[config.mk]
export PLATFORM = sky130hd
export DESIGN_NAME = input_conditioner
export DESIGN_NICKNAME = d
export VERILOG_FILES = /design/src/rtl/input_conditioner.sv
export SDC_FILE = /design/constraint.sdc
export NUM_CORES = 1
export LEC_CHECK = 0
export BUFFER_PORTS_ARGS = -buffer_cell sky130_fd_sc_hd__buf_4
export CAP_MARGIN = 20
export CORE_MARGIN = 2
export CORE_UTILIZATION = 30
export DETAILED_ROUTE_END_ITERATION = 10
export GPL_TIMING_DRIVEN = 0
export HOLD_SLACK_MARGIN = 0.12
export PLACE_DENSITY = 0.41
export RECOVER_POWER = 25
export SYNTH_ARGS = -nofsm -noshare
export SYNTH_HDL_FRONTEND = slang
export SYNTH_SLANG_ARGS = --single-unit
[constraint.sdc]
create_clock -name clk -period 4.15 [get_ports clk]
set_input_delay 0.2075 -clock clk [delete_from_list [all_inputs] [get_ports clk]]
set_output_delay 0.2075 -clock clk [all_outputs]
set_load 0.02 [all_outputs]
[src/rtl/input_conditioner.sv]
// Multi-channel input front end: synchroniser, polarity fix, debounce,
// registered press/release pulses and optional hold-to-repeat per channel.
module input_conditioner #(
    parameter int                  CHANNELS        = 4,
    parameter int                  SYNC_STAGES     = 2,
    parameter int                  DEBOUNCE_CYCLES = 330000,
    parameter logic [CHANNELS-1:0] INVERT          = '0,
    parameter int                  REPEAT_DELAY    = 16500000,
    parameter int                  REPEAT_PERIOD   = 3300000
) (
    input  logic                clk,
    input  logic                rst,
    input  logic [CHANNELS-1:0] raw_in,
    input  logic [CHANNELS-1:0] repeat_en,
    output logic [CHANNELS-1:0] level,
    output logic [CHANNELS-1:0] press,
    output logic [CHANNELS-1:0] release_pulse,
    output logic                changed
);

    localparam int CW         = $clog2(DEBOUNCE_CYCLES + 1);
    localparam int REPEAT_MAX = (REPEAT_DELAY > REPEAT_PERIOD) ? REPEAT_DELAY : REPEAT_PERIOD;
    localparam int TW         = $clog2(((REPEAT_MAX > 1) ? REPEAT_MAX : 1) + 1);

    localparam logic [CW-1:0] DB_LAST     = CW'(DEBOUNCE_CYCLES - 1);
    localparam logic [TW-1:0] DELAY_LAST  = TW'((REPEAT_DELAY > 0) ? REPEAT_DELAY - 1 : 0);
    localparam logic [TW-1:0] PERIOD_LAST = TW'((REPEAT_PERIOD > 0) ? REPEAT_PERIOD - 1 : 0);
    localparam bit            REPEAT_ON   = (REPEAT_DELAY != 0);

    // States: IDLE no repeat pending | DELAY waiting for first repeat | RPT periodic repeats
    typedef enum logic [1:0] {IDLE, DELAY, RPT} rep_state_t;

    for (genvar i = 0; i < CHANNELS; i++) begin : g_ch
        logic [SYNC_STAGES-1:0] sync_q;
        logic [CW-1:0]          db_cnt;
        logic                   lvl_q;
        logic                   press_q;
        logic                   rel_q;
        logic                   synced;
        logic                   differ;
        logic                   toggle;
        logic                   rise;
        logic                   fall;
        logic                   rep_fire;
        rep_state_t             state_q;
        rep_state_t             state_d;
        logic [TW-1:0]          tmr_q;
        logic [TW-1:0]          tmr_d;

        assign synced = sync_q[SYNC_STAGES-1];
        assign differ = synced ^ lvl_q;
        assign toggle = differ && (db_cnt == DB_LAST);
        assign rise   = toggle && !lvl_q;
        assign fall   = toggle && lvl_q;

        // A debounced fall or a dropped enable always wins over a timer expiry.
        always_comb begin
            state_d  = state_q;
            tmr_d    = tmr_q;
            rep_fire = 1'b0;
            case (state_q)
                IDLE: begin
                    if (rise && repeat_en[i] && REPEAT_ON) begin
                        state_d = DELAY;
                        tmr_d   = '0;
                    end
                end
                DELAY: begin
                    if (fall || !repeat_en[i]) begin
                        state_d = IDLE;
                        tmr_d   = '0;
                    end else if (tmr_q == DELAY_LAST) begin
                        rep_fire = 1'b1;
                        state_d  = RPT;
                        tmr_d    = '0;
                    end else begin
                        tmr_d = tmr_q + TW'(1);
                    end
                end
                RPT: begin
                    if (fall || !repeat_en[i]) begin
                        state_d = IDLE;
                        tmr_d   = '0;
                    end else if (tmr_q == PERIOD_LAST) begin
                        rep_fire = 1'b1;
                        tmr_d    = '0;
                    end else begin
                        tmr_d = tmr_q + TW'(1);
                    end
                end
                default: begin
                    state_d = IDLE;
                    tmr_d   = '0;
                end
            endcase
        end

        always_ff @(posedge clk) begin
            if (rst) begin
                sync_q  <= '0;
                db_cnt  <= '0;
                lvl_q   <= 1'b0;
                press_q <= 1'b0;
                rel_q   <= 1'b0;
                state_q <= IDLE;
                tmr_q   <= '0;
            end else begin
                sync_q  <= {sync_q[SYNC_STAGES-2:0], raw_in[i] ^ INVERT[i]};
                db_cnt  <= (differ && !toggle) ? db_cnt + CW'(1) : '0;
                lvl_q   <= lvl_q ^ toggle;
                press_q <= rise || rep_fire;
                rel_q   <= fall;
                state_q <= state_d;
                tmr_q   <= tmr_d;
            end
        end

        assign level[i]         = lvl_q;
        assign press[i]         = press_q;
        assign release_pulse[i] = rel_q;
    end

    assign changed = |(press | release_pulse);

endmodule
### After elaboration in Yosys (flattened, before gate mapping)

Cells that the tools add are included.

* output and inout bits: 13
* memories: 0
* latch bits: 0
* bits in read-only memories: 0
* bits in registers: 200
* word-level logic and storage cells: 198
* input bits: 10
* bits in writable memories: 0

* $add $sub $neg: 8
* mux-type cells: 64
* shift operators: 0
* div/mod/pow operators: 0
* magnitude comparators: 0
* multiply operators: 0
* bitwise logic cells: 13
* reduce and logical (&&, ||, !) cells: 53
* equal/unequal tests: 32

Operator list (count)
* $mux 24: 20
* $pmux 24 s3: 4
* $add 24x1->24 const B: 4
* $eq 24x22->1 const B: 4
* $eq 24x24->1 const B: 4
* $add 19x1->19 const B: 4
* $eq 19x19->1 const B: 4
* $mux 2: 16
* $pmux 2 s3: 4
* $logic_and 1x1->1: 20
* $mux 1: 16
* $ne 2x2->1 const B: 8
* $logic_not 1->1: 12
* $ne 3x3->1 const B: 4
* $reduce_and 3->1: 4
* $eq 2x1->1 const B: 4
* $eq 2x2->1 const B: 4
* $logic_not 2->1: 4
* $logic_or 1x1->1: 8
* $pmux 1 s2: 4
* $reduce_or 2->1: 4
* $xor 1x1->1: 8
* $not 1->1: 4
* $or 4x4->4: 1
* $reduce_or 4->1: 1

### Logic depth before layout (Yosys ltp)

Gate-level depths: netlist of run 1.

* depth in word-level cells: 7
* depth in mapped cells: 10
* gate-level depth less buffers: 7

### Worst setup path before layout of run 1

OpenSTA, ideal clock, no wires.

* path kind: register to register
* start point: register g_ch[1].db_cnt[0]
* end point: register g_ch[1].tmr_q[14]
* slack: 1.842 ns
* data required time: 4.076 ns
* buffers on the path: 1
* cell stages (with the launch flop): 9
* setup time: 0.074 ns
* clock period less this slack: 2.308 ns
* arrival: 2.234 ns
* path through: dfxtp_1 -> ha_1 -> and3_1 -> nand4_4 -> o31a_1 -> buf_6 -> a211o_4 -> or4_1 -> a31oi_1

* cells in the longest elaborated chain, start to end: 6
* elaborated cells on any way between the ends: 10
* those cells by class: eq/ne (2); mux (3); reduce/logical (5)

RTL lines
* from (decl): line 35 `logic [CW-1:0] db_cnt;`
* from (signal assigned): line 109 `db_cnt <= (differ && !toggle) ? db_cnt + CW'(1) : '0;`
* $eq 19x19->1 (*): line 52 `assign toggle = differ && (db_cnt == DB_LAST);`
* $logic_and 1x1->1 (*): line 52
* $logic_and 1x1->1: line 54 `assign fall = toggle && lvl_q;`
* $logic_or 1x1->1: line 69, 81
* $mux 24 (on tied branches): line 81, 69
* $pmux 24 s3: line 61 `case (state_q)`
* to (signal assigned): line 114 `tmr_q <= tmr_d;`
* to (decl): line 47 `logic [TW-1:0] tmr_q;`

Every way passes the cells marked *; elsewhere a longest branch is shown, timed or not.
A chain may end at the register's enable or synchronous reset.

### Final worst setup path of run 1

* start point: register g_ch[1].db_cnt[0]
* end point: register g_ch[1].tmr_q[20]

The elaborated chain is that of the path after synthesis.

==> impl_metrics.ini, run 1 <==
[logic_synthesis]
netlist_instances = 1328
synthesis.area_sq_um = 10500
synth_top_area_share_pct = 38.1
yosys.area.top_type = dfxtp_1
yosys_warnings = 0
ys_top_cells_by_area = dfxtp_1 (38%), nand3_1 (6.2%), nand2_1 (5.9%), nor2_1 (5.0%), a31oi_1 (3.7%)
yosysSeqAreaShare_pct = 38.1
ys_async_sr_fraction_pct = 0
syn-num-nets = 1358
synth_edf_count = 0
ys_ff_latch = 200
synth-main-ff-cell = dfxtp_1
syn_area_per_cell_sq_um = 7.91
yosysUniqueCellTypes = 68

[grt]
grt_usage_pct = 16.3
grt_first_pass_wirelength_microns = 48000
antenna_found_initial = 0
grt_pass1_vias = 9032
grt_max_degree = 18
gr-total-overflow = 0

[placement]
dp_slack_ns = 1.27
dp_hpwl_microns = 20100
numPortBuffers = 22
gp_congestion = 0.777
placed_area_sq_um = 11200

[timing]
fin_crit_ns = 2.99
setup_slack_ns = 1.16
finalCritPeriodShare_pct = 72.0
max-slew-margin-rel_pct = 31.7
rsz0062_at_grt = false
fin_tns_setup_ns = 0
fmax_ghz = 0.334
setup_viol = 0
skew_ns = 0.0131
finalHoldViolCount = 0
worstMarginPinSlew_ns = 1.01
slew_viol_final = 0

[setup_path]
path_class = reg -> reg
ff2ff_setup_slack_ns = 1.16
cp_max_fo = 10
setup.worst_path.end_class = flip-flop
slowest_stage = o311ai_0
r2r-end = g_ch[1].tmr_q[20]$_SDFFE_PP0P_
cp-endpoint = g_ch[1].tmr_q[20]$_SDFFE_PP0P_
critPathLaunchType = flip-flop
path_common_cell = a21oi_1
r2r-start = g_ch[1].db_cnt[0]$_SDFF_PP0_
ff2ff_path_depth = 8
cpPeakStageDelay_ns = 0.95
critPathLaunch = g_ch[1].db_cnt[0]$_SDFF_PP0_
worstPathArrival_ns = 3.30
cp_cell_sequence = ha_1 > and3_1 > nand4_1 > o311ai_0 > a21oi_1 > clkbuf_1 > a31oi_1 > a21oi_1
required_ns = 4.46

[floorplanning]
initial_core_util_pct = 30.4
fp-row-count = 68
die_width_microns = 191
core_sq_um = 34500
fp.dieH_microns = 191
dieArea_sq_um = 36500
io_pins = 23

[cells_and_area]
num-fill-cells = 3695
nets = 1404
utilization_pct = 34.2
regArea_sq_um = 4000
stdcell_area_sq_um = 11800
multi_input_area_sq_um = 6000
diodes = 0
area_delta_synth_final_pct = 12.4
drive_above_1_share_pct = 6.78

[routing]
antenna_left = 0
drtIter0Drc = 523
wire_per_inst_microns = 15.5
routed_wl_microns = 28600
via_count = 9469
viasPerCell = 5.14
drc_errors = 0
drtPass1Iterations = 5

[cts]
cts_sinks = 200
cts_tree = built
htreeDepth = 4
path_clk_slew_ns = 0.08
clk_path_buf_depth = 2
post_cts_resized = 0
cts_buffers = 17
root_buffer = clkbuf_16
clk_latency_ns = 0.46

[flow_run]
cap_violations = 0

[power]
power.static_leakage_uw = 0.00352
ir_drop_v = 0.000287
p_per_area_nw_per_um2 = 312
power_uw = 3690

[hold_path]
hp-class = in -> reg
min_from = repeat_en[3]

[status]
status = completed
[where the power goes]
group / internal [uW] / switching, uW
clock network: 803 / 807
logic: 37.7 / 110
registers: 1920 / 5.30
total: 2770 / 922
[per-layer routing]
metal	track usage, %	vias to the layer above	share of wire, %
li1	-	4875	-
met1	22.2	4458	50
met2	26.3	112	46
met3	2.70	24	2.9
met4	4.88	0	1.7
met5	0	-	0
[layout by cell type, fill, tap and decap left out, drive strengths merged, types with 26 or more instances in the layout]
cell	instances
a21oi	51
a31oi	62
and3	28
buf	29
clkbuf	88
dfxtp	200
inv	34
nand2	166
nand3	131
nand4	53
nor2	140
nor3	35
o21ai	35
or3	26
xnor2	35
xor2	37
[metrics by stage]
stage	cells	hold slack, ns
2_1_floorplan	1328	0.336
3_3_place_gp	1805	0.420
3_5_place_dp	1805	0.423
4_1_cts	1842	0.160
5_1_grt	1842	0.220
6_report	1842	0.183
[logic make-up (layout without fill, tap and decap cells)]
| kind of cell | Yosys count | after routing | share of synthesized area [%] |
|---|---|---|---|
| adder cells (fa/ha/maj) | 20 | 20 | 2.38 |
| buffers and inverters | 108 | 167 | 4.68 |
| AND/OR/NAND/NOR | 714 | 714 | 35.5 |
| multiplexers | 4 | 4 | 0.381 |
| XOR/XNOR | 72 | 72 | 6.00 |
| AO/OA/AOI/OAI | 210 | 210 | 12.9 |
| flip-flops | 200 | 200 | 38.1 |
[worst min-delay path by stage]
| stage | endpoint | slack [ns] | depth (start not counted) |
|---|---|---|---|
| floorplan | g_ch[0].sync_q[0]$_SDFF_PP0_ | 0.34 | 1 |
| global placement | g_ch[3].sync_q[1]$_SDFF_PP0_ | 0.42 | 1 |
| detailed placement | g_ch[0].sync_q[0]$_SDFF_PP0_ | 0.42 | 2 |
| CTS | g_ch[3].press_q$_SDFF_PP0_ | 0.16 | 5 |
| global route | g_ch[2].state_q[1]$_SDFFE_PP0P_ | 0.22 | 4 |
| finish | g_ch[3].press_q$_SDFF_PP0_ | 0.18 | 5 |
[cells in the mapped netlist, drive strengths merged (26+ instances only)]
master / number
and3: 28
dfxtp: 200
nand2: 166
nor3: 35
or3: 26
nand4: 53
nand3: 131
inv: 31
a21oi: 51
a31oi: 62
o21ai: 35
xnor2: 35
nor2: 140
clkbuf: 54
xor2: 37
[worst max-delay path: cells and delay by family, from the launching register on]
| kind | cells | cell delay (ns) |
|---|---|---|
| adders and majority gates | 1 | 0.19 |
| and+or+nand+nor | 2 | 0.58 |
| AOI/OAI and AO/OA | 4 | 1.40 |
| DFF | 1 | 0.36 |
| buffers and inverters | 1 | 0.32 |
[sequential cells by signal (all words and copies together) (netlist names), named ones only]
| signal | flops |
|---|---|
| g_ch.db_cnt | 76 |
| g_ch.state_q | 8 |
| g_ch.sync_q | 8 |
| g_ch.rel_q | 4 |
| g_ch.tmr_q | 96 |
| g_ch.press_q | 4 |
[area by class of cell]
class                           instances  share of cell area [%]
Clock inverter                         13                   0.816
Clock buffer                           19                    3.83
Sequential cell                       200                    33.9
Timing Repair Buffer                   27                    1.66
Multi-Input combinational cell       1020                    50.8
Buffer                                 76                    3.15
Tap cell                              455                    4.82
Inverter                               32                    1.02
[what timing repair did]
item                                   CTS  global route
hold buffers                             5             0
setup buffers                            0             0
endpoints found under the hold margin    6             0
Power figures use the tool's default switching activity.
==> inputs of run 2 (changes only) <==
--- a/config.mk
+++ b/config.mk
@@ -5,6 +5,7 @@
 export SDC_FILE = /design/constraint.sdc
 export NUM_CORES = 1
 export LEC_CHECK = 0
+export ABC_AREA = 1
 export BUFFER_PORTS_ARGS = -buffer_cell sky130_fd_sc_hd__buf_4
 export CAP_MARGIN = 20
 export CORE_MARGIN = 2
==> constraint.sdc (replaced) <==
create_clock -name clk -period 3 [get_ports clk]
set_input_delay 0.15 -clock clk [delete_from_list [all_inputs] [get_ports clk]]
set_output_delay 0.15 -clock clk [all_outputs]
set_load 0.02 [all_outputs]
==> run 2 against run 1 <==
Compared with the run above:
- register-to-register slack worse by 0.60 ns
- total power up 44%
- final area up 11%
- die area is 10% higher
- clock-buffer cell count decreased by 1
- first-iteration DRC count rose by 22%
- critical path depth decreased by 1
- wire length is 13% higher
- non-clock buffer count fell by 9
- final cell count rose by 31%
- setup slack got worse by 0.60 ns
- critical endpoint is now g_ch[1].db_cnt[10]$_SDFF_PP0_
- largest cell class unchanged
==> impl_metrics.ini, run 2 <==
[timing]
fmax_ghz = 0.410
finalCritPeriodShare_pct = 81.3
skew_ns = 0.0105
slew_viol_final = 0
finalHoldViolCount = 0
fin_crit_ns = 2.44
hold_ws_ns = 0.396
setup_slack_ns = 0.560
max-slew-margin-rel_pct = 38.9
fin_tns_setup_ns = 0
rsz0062_at_grt = false
worstMarginPinSlew_ns = 0.913
setup_viol = 0

[cts]
post_cts_resized = 0
clk_latency_ns = 0.47
htreeDepth = 4
clk_path_buf_depth = 2
cts_tree = built
cts_sinks = 200
cts_buffers = 17
path_clk_slew_ns = 0.08
root_buffer = clkbuf_16

[logic_synthesis]
syn_area_per_cell_sq_um = 6.35
yosys_warnings = 0
yosysSeqAreaShare_pct = 34.4
synth_commonest_cells = nand2_1 (440), nor2_1 (338), inv_1 (220), dfxtp_1 (200), nand3_1 (151)
netlist_instances = 1831
yosysUniqueCellTypes = 43
syn-num-nets = 1861
synth_edf_count = 0
ys_top_cells_by_area = dfxtp_1 (34%), nand2_1 (14%), nor2_1 (11%), inv_1 (7.1%), nand3_1 (6.5%)
yosysMostFrequentCell = nand2_1
synth-main-ff-cell = dfxtp_1
synth_top_area_share_pct = 34.4
yosys.area.top_type = dfxtp_1
ys_ff_latch = 200
ys_async_sr_fraction_pct = 0
synthesis.area_sq_um = 11600

[placement]
placed_area_sq_um = 12400
dp_hpwl_microns = 24000
dp_slack_ns = 0.695
numPortBuffers = 22
gp_congestion = 0.826

[power]
ir_drop_v = 0.000401
switchingPower_uw = 1250
power_uw = 5290
p_int_uw = 4040
swShare_pct = 23.7
power.static_leakage_uw = 0.00492
pwr-share-seq_pct = 50.3
p_per_area_nw_per_um2 = 405
p_clk_share_pct = 47.0
combPwrFrac_pct = 2.6

[cells_and_area]
layout_common_cells = nand2_1 (440), nor2_1 (338), inv_1 (221)
largest-register = g_ch.tmr_q
largest_register_ffs = 96
final_common_cell = nand2_1
num-fill-cells = 4300
top_regs = g_ch.tmr_q x96, g_ch.db_cnt x76
diodes = 0
nets = 1911
stdcell_area_sq_um = 13100
drive_above_1_share_pct = 6.02
area_delta_synth_final_pct = 12.4

[routing]
drtPass1Iterations = 5
wire_per_inst_microns = 13.5
viasPerCell = 4.61
via_count = 11108
routed_wl_microns = 32500
drc_errors = 0
drtIter0Drc = 636
antenna_left = 0

[setup_path]
critPathLaunch = g_ch[1].db_cnt[0]$_SDFF_PP0_
r2r-end = g_ch[1].db_cnt[10]$_SDFF_PP0_
path_class = reg -> reg
worstPathArrival_ns = 2.77
critPathLaunchType = flip-flop
required_ns = 3.33
cp_max_fo = 10
ff2ff_setup_slack_ns = 0.56
setup.worst_path.end_class = flip-flop
r2r-start = g_ch[1].db_cnt[0]$_SDFF_PP0_
ff2ff_path_depth = 7
cp-endpoint = g_ch[1].db_cnt[10]$_SDFF_PP0_

[floorplanning]
io_pins = 23
core_sq_um = 38500
fp.dieH_microns = 201
initial_core_util_pct = 30.2
die_width_microns = 201
dieArea_sq_um = 40300
fp-row-count = 72

[flow_run]
cap_violations = 0

[grt]
grt_first_pass_wirelength_microns = 54300
grt_pass1_vias = 10543
grt_max_degree = 18
gr-total-overflow = 0
antenna_found_initial = 0
grt_usage_pct = 16.6

[hold_path]
hp-class = reg -> reg

[status]
status = completed
-- run 2: cell types whose count changed in the layout (fill, tap and decap cells not counted), moves of 20 or more --
cell and change:
xnor2_1 -20, inv_1 +190, and3_1 -25, nand3_1 +21
a31oi_1 -58, or3_1 -26, nand2_1 +275, a21oi_1 +85
clkbuf_1 -28, nor2_1 +198
-- run 2: area by class of cell --
cell class	instances	area (sq um)	area share, %
Buffer	63	352	2.69
Clock buffer	18	439	3.36
Clock inverter	14	170	1.30
Inverter	221	830	6.35
Multi-Input combinational cell	1347	6400	49.0
Sequential cell	200	4000	30.6
Tap cell	518	648	4.96
Timing Repair Buffer	31	229	1.75
-- run 2: timing repair --
action	in CTS	in global routing
hold endpoints to repair	13	0
hold buffers	9	0
buffers inserted	0	0
endpoints found under the setup margin	0	0
-- run 2: power groups by stage --
| stage | clock network [uW] | registers, uW | logic, uW |
|---|---|---|---|
| after floorplan | 0 | 2730 | 72.7 |
| after global placement | 0 | 2730 | 133 |
| after detailed placement | 0 | 2730 | 134 |
| after CTS | 2600 | 2670 | 144 |
| after global routing | 2690 | 2670 | 157 |
| final | 2490 | 2670 | 139 |
-- run 2: kinds of logic after synthesis --
| logic type | after synthesis | share of synthesized area (%) |
|---|---|---|
| AOI/OAI and AO/OA | 198 | 9.17 |
| and+or+nand+nor | 1068 | 39.4 |
| adders and majority gates | 20 | 2.15 |
| buffers and inverters | 284 | 10.2 |
| DFF | 200 | 34.4 |
| xor gates and xnor gates | 61 | 4.60 |
-- run 2: worst min-delay path by stage --
stage | from | end | slack [ns] | cells past startpoint
finish | g_ch[0].sync_q[0]$_SDFF_PP0_ | g_ch[0].sync_q[1]$_SDFF_PP0_ | 0.40 | 2
global route | g_ch[0].sync_q[0]$_SDFF_PP0_ | g_ch[0].sync_q[1]$_SDFF_PP0_ | 0.42 | 2
CTS | g_ch[0].sync_q[0]$_SDFF_PP0_ | g_ch[0].sync_q[1]$_SDFF_PP0_ | 0.40 | 2
detailed placement | raw_in[1] | g_ch[1].sync_q[0]$_SDFF_PP0_ | 0.36 | 3
global placement | raw_in[1] | g_ch[1].sync_q[0]$_SDFF_PP0_ | 0.36 | 3
floorplan | raw_in[0] | g_ch[0].sync_q[0]$_SDFF_PP0_ | 0.26 | 2
-- run 2: layer usage --
layer	track usage, %	vias up	wire, microns
met5	0	-	0
met4	4.31	0	348
met3	2.65	18	656
met2	26.7	112	14300
met1	23.2	5060	17200
li1	-	5918	-
-- run 2: per-stage QoR --
| stage | cells | util (%) |
|---|---|---|
| floorplan | 1831 | - |
| global placement | 2371 | 32.3 |
| detailed placement | 2371 | 32.3 |
| CTS | 2412 | 34.2 |
| global route | 2412 | 34.0 |
| finish | 2412 | 34.0 |
-- run 2: critical path, cell delays in order (launching register included) --
cell      delay (ns)
dfxtp_1         0.37
ha_1            0.24
nand3_4         0.13
nor3_1          0.40
nand2_1         0.16
o211ai_1        0.44
clkbuf_1        0.47
a21oi_1         0.10
==> inputs of run 3 (changes only) <==
--- a/config.mk
+++ b/config.mk
@@ -5,7 +5,7 @@
 export SDC_FILE = /design/constraint.sdc
 export NUM_CORES = 1
 export LEC_CHECK = 0
-export ABC_AREA = 1
+export ABC_AREA = 0
 export BUFFER_PORTS_ARGS = -buffer_cell sky130_fd_sc_hd__buf_4
 export CAP_MARGIN = 20
 export CORE_MARGIN = 2
==> constraint.sdc (replaced) <==
create_clock -name clk -period 2.4 [get_ports clk]
set_input_delay 0.12 -clock clk [delete_from_list [all_inputs] [get_ports clk]]
set_output_delay 0.12 -clock clk [all_outputs]
set_load 0.02 [all_outputs]
==> run 3 against run 2 <==
Compared with the run above:
- setup slack worse by 0.46 ns
- combinational power is 110% higher
- clock-buffer cell count is 1 higher
- non-clock buffer count is 41 higher
- core utilization is 2.9 points higher
- sequential share of layout area is 1.2 points higher
- fmax is 6.1% higher
- final area is 2.4% lower
- wire length is 8.5% lower
- sequential power is 25% higher
- register-to-register slack worse by 0.46 ns
- largest cell class unchanged
==> impl_metrics.ini, run 3 (same netlist as run 1, synthesis figures left out) <==
[cells_and_area]
largest-register = g_ch.tmr_q
diodes = 0
final_common_cell = dfxtp_1
area_delta_synth_final_pct = 21.4
drive_above_1_share_pct = 17.2
layout_common_cells = dfxtp_1 (170), nand2_1 (163), nor2_1 (138)
instances_no_fill = 1875
top_regs = g_ch.tmr_q x96, g_ch.db_cnt x76
largest_register_ffs = 96
nets = 1437

[routing]
via_count = 9743
viasPerCell = 5.20
drtPass1Iterations = 7
routed_wl_microns = 29700
drc_errors = 0
antenna_left = 0
wire_per_inst_microns = 15.8
drtIter0Drc = 541

[hold_path]
hp-class = in -> reg

[timing]
finalHoldViolCount = 0
rsz0062_at_grt = true
worstMarginPinSlew_ns = 0.944
setup_viol = 0
fin_crit_ns = 2.30
fmax_ghz = 0.435
fin_tns_setup_ns = 0
max-slew-margin-rel_pct = 36.5
slew_viol_final = 0
finalCritPeriodShare_pct = 95.8
skew_ns = 0.0136

[grt]
grt_usage_pct = 16.6
antenna_found_initial = 0
grt_pass1_vias = 9181
gr-total-overflow = 0
grt_max_degree = 19
grt_first_pass_wirelength_microns = 48800

[cts]
cts_buffers = 17
root_buffer = clkbuf_16
clk_latency_ns = 0.45
cts_sinks = 200
htreeDepth = 4
cts_tree = built
path_clk_slew_ns = 0.08
clk_path_buf_depth = 2

[placement]
placed_cells = 1805
numPortBuffers = 22
gp_congestion = 0.777
dp_hpwl_microns = 20100

[floorplanning]
fp-row-count = 68
dieArea_sq_um = 36500
initial_core_util_pct = 30.4
die_width_microns = 191
io_pins = 23
core_sq_um = 34500
fp.dieH_microns = 191

[setup_path]
ff2ff_setup_slack_ns = 0.10
r2r-end = g_ch[2].tmr_q[16]$_SDFFE_PP0P_
critPathLaunchType = flip-flop
path_class = reg -> reg
cp-endpoint = g_ch[2].tmr_q[16]$_SDFFE_PP0P_
r2r-start = g_ch[2].tmr_q[0]$_SDFFE_PP0P_
ff2ff_path_depth = 7
required_ns = 2.77
critPathLaunch = g_ch[2].tmr_q[0]$_SDFFE_PP0P_
cp_max_fo = 8
setup.worst_path.end_class = flip-flop
worstPathArrival_ns = 2.67

[flow_run]
cap_violations = 0

[power]
power.static_leakage_uw = 0.00394
ir_drop_v = 0.000502
p_per_area_nw_per_um2 = 503

[status]
status = completed
run 3: how the worst min path moves through the flow:
stage	startpoint	endpoint	slack, ns	depth (start not counted)
floorplan	raw_in[0]	g_ch[0].sync_q[0]$_SDFF_PP0_	0.25	1
global placement	raw_in[0]	g_ch[0].sync_q[0]$_SDFF_PP0_	0.34	2
detailed placement	raw_in[0]	g_ch[0].sync_q[0]$_SDFF_PP0_	0.34	2
CTS	rst	g_ch[3].tmr_q[16]$_SDFFE_PP0P_	0.17	5
global route	repeat_en[1]	g_ch[1].tmr_q[2]$_SDFFE_PP0P_	0.23	5
finish	repeat_en[1]	g_ch[1].tmr_q[2]$_SDFFE_PP0P_	0.19	5
run 3: what timing repair did:
item,in CTS,in global routing
pin swaps,12,40
gates resized for setup,68,102
hold buffers,7,0
endpoints found under the hold margin,9,0
setup buffers,22,21
setup endpoints to repair,133,143
cloned,2,1
run 3: final cells by class:
cell class	count	area (sq um)
clock inverters	13	96.3
well taps	455	569
inverters	32	120
fillers	3658	21800
multi-input cells	1021	6470
flip-flops and latches	200	4060
plain buffers	61	373
clock buffers	19	453
repair buffers	74	612
run 3: power by group:
group	total [uW]	internal, uW	switching (uW)
Combinational	296	92.2	204
Clock	2790	1390	1400
Sequential	3330	3320	9.69
Total	6420	4800	1620
run 3: per-stage QoR:
step	hold slack (ns)	util (%)	setup slack (ns)	instance area [sq um]	power, uW
6_report	0.188	36.9	0.101	12800	6420
5_1_grt	0.226	36.9	-0.0409	12800	6690
4_1_cts	0.167	35.5	-0.0233	12300	6520
3_5_place_dp	0.335	32.6	-0.478	11200	3670
3_3_place_gp	0.336	32.5	-0.619	11200	3670
2_1_floorplan	0.248	-	0.0917	10500	3560
run 3: critical path, cell delays in order, from the launching register on:
cell and delay [ns]:
dfxtp_2 0.37, ha_2 0.21, and4_2 0.27, nand4_1 0.28, nor2_4 0.29, nand2_1 0.11
or4b_1 0.50, a31oi_1 0.18
run 3: per-layer routing:
| layer | vias to the layer above | routed length (microns) | GRT usage, % |
|---|---|---|---|
| met1 | 4654 | 14600 | 22.6 |
| met5 | - | 0 | 0 |
| met4 | 0 | 387 | 5.00 |
| li1 | 4947 | - | - |
| met3 | 21 | 755 | 2.55 |
| met2 | 121 | 13900 | 26.9 |
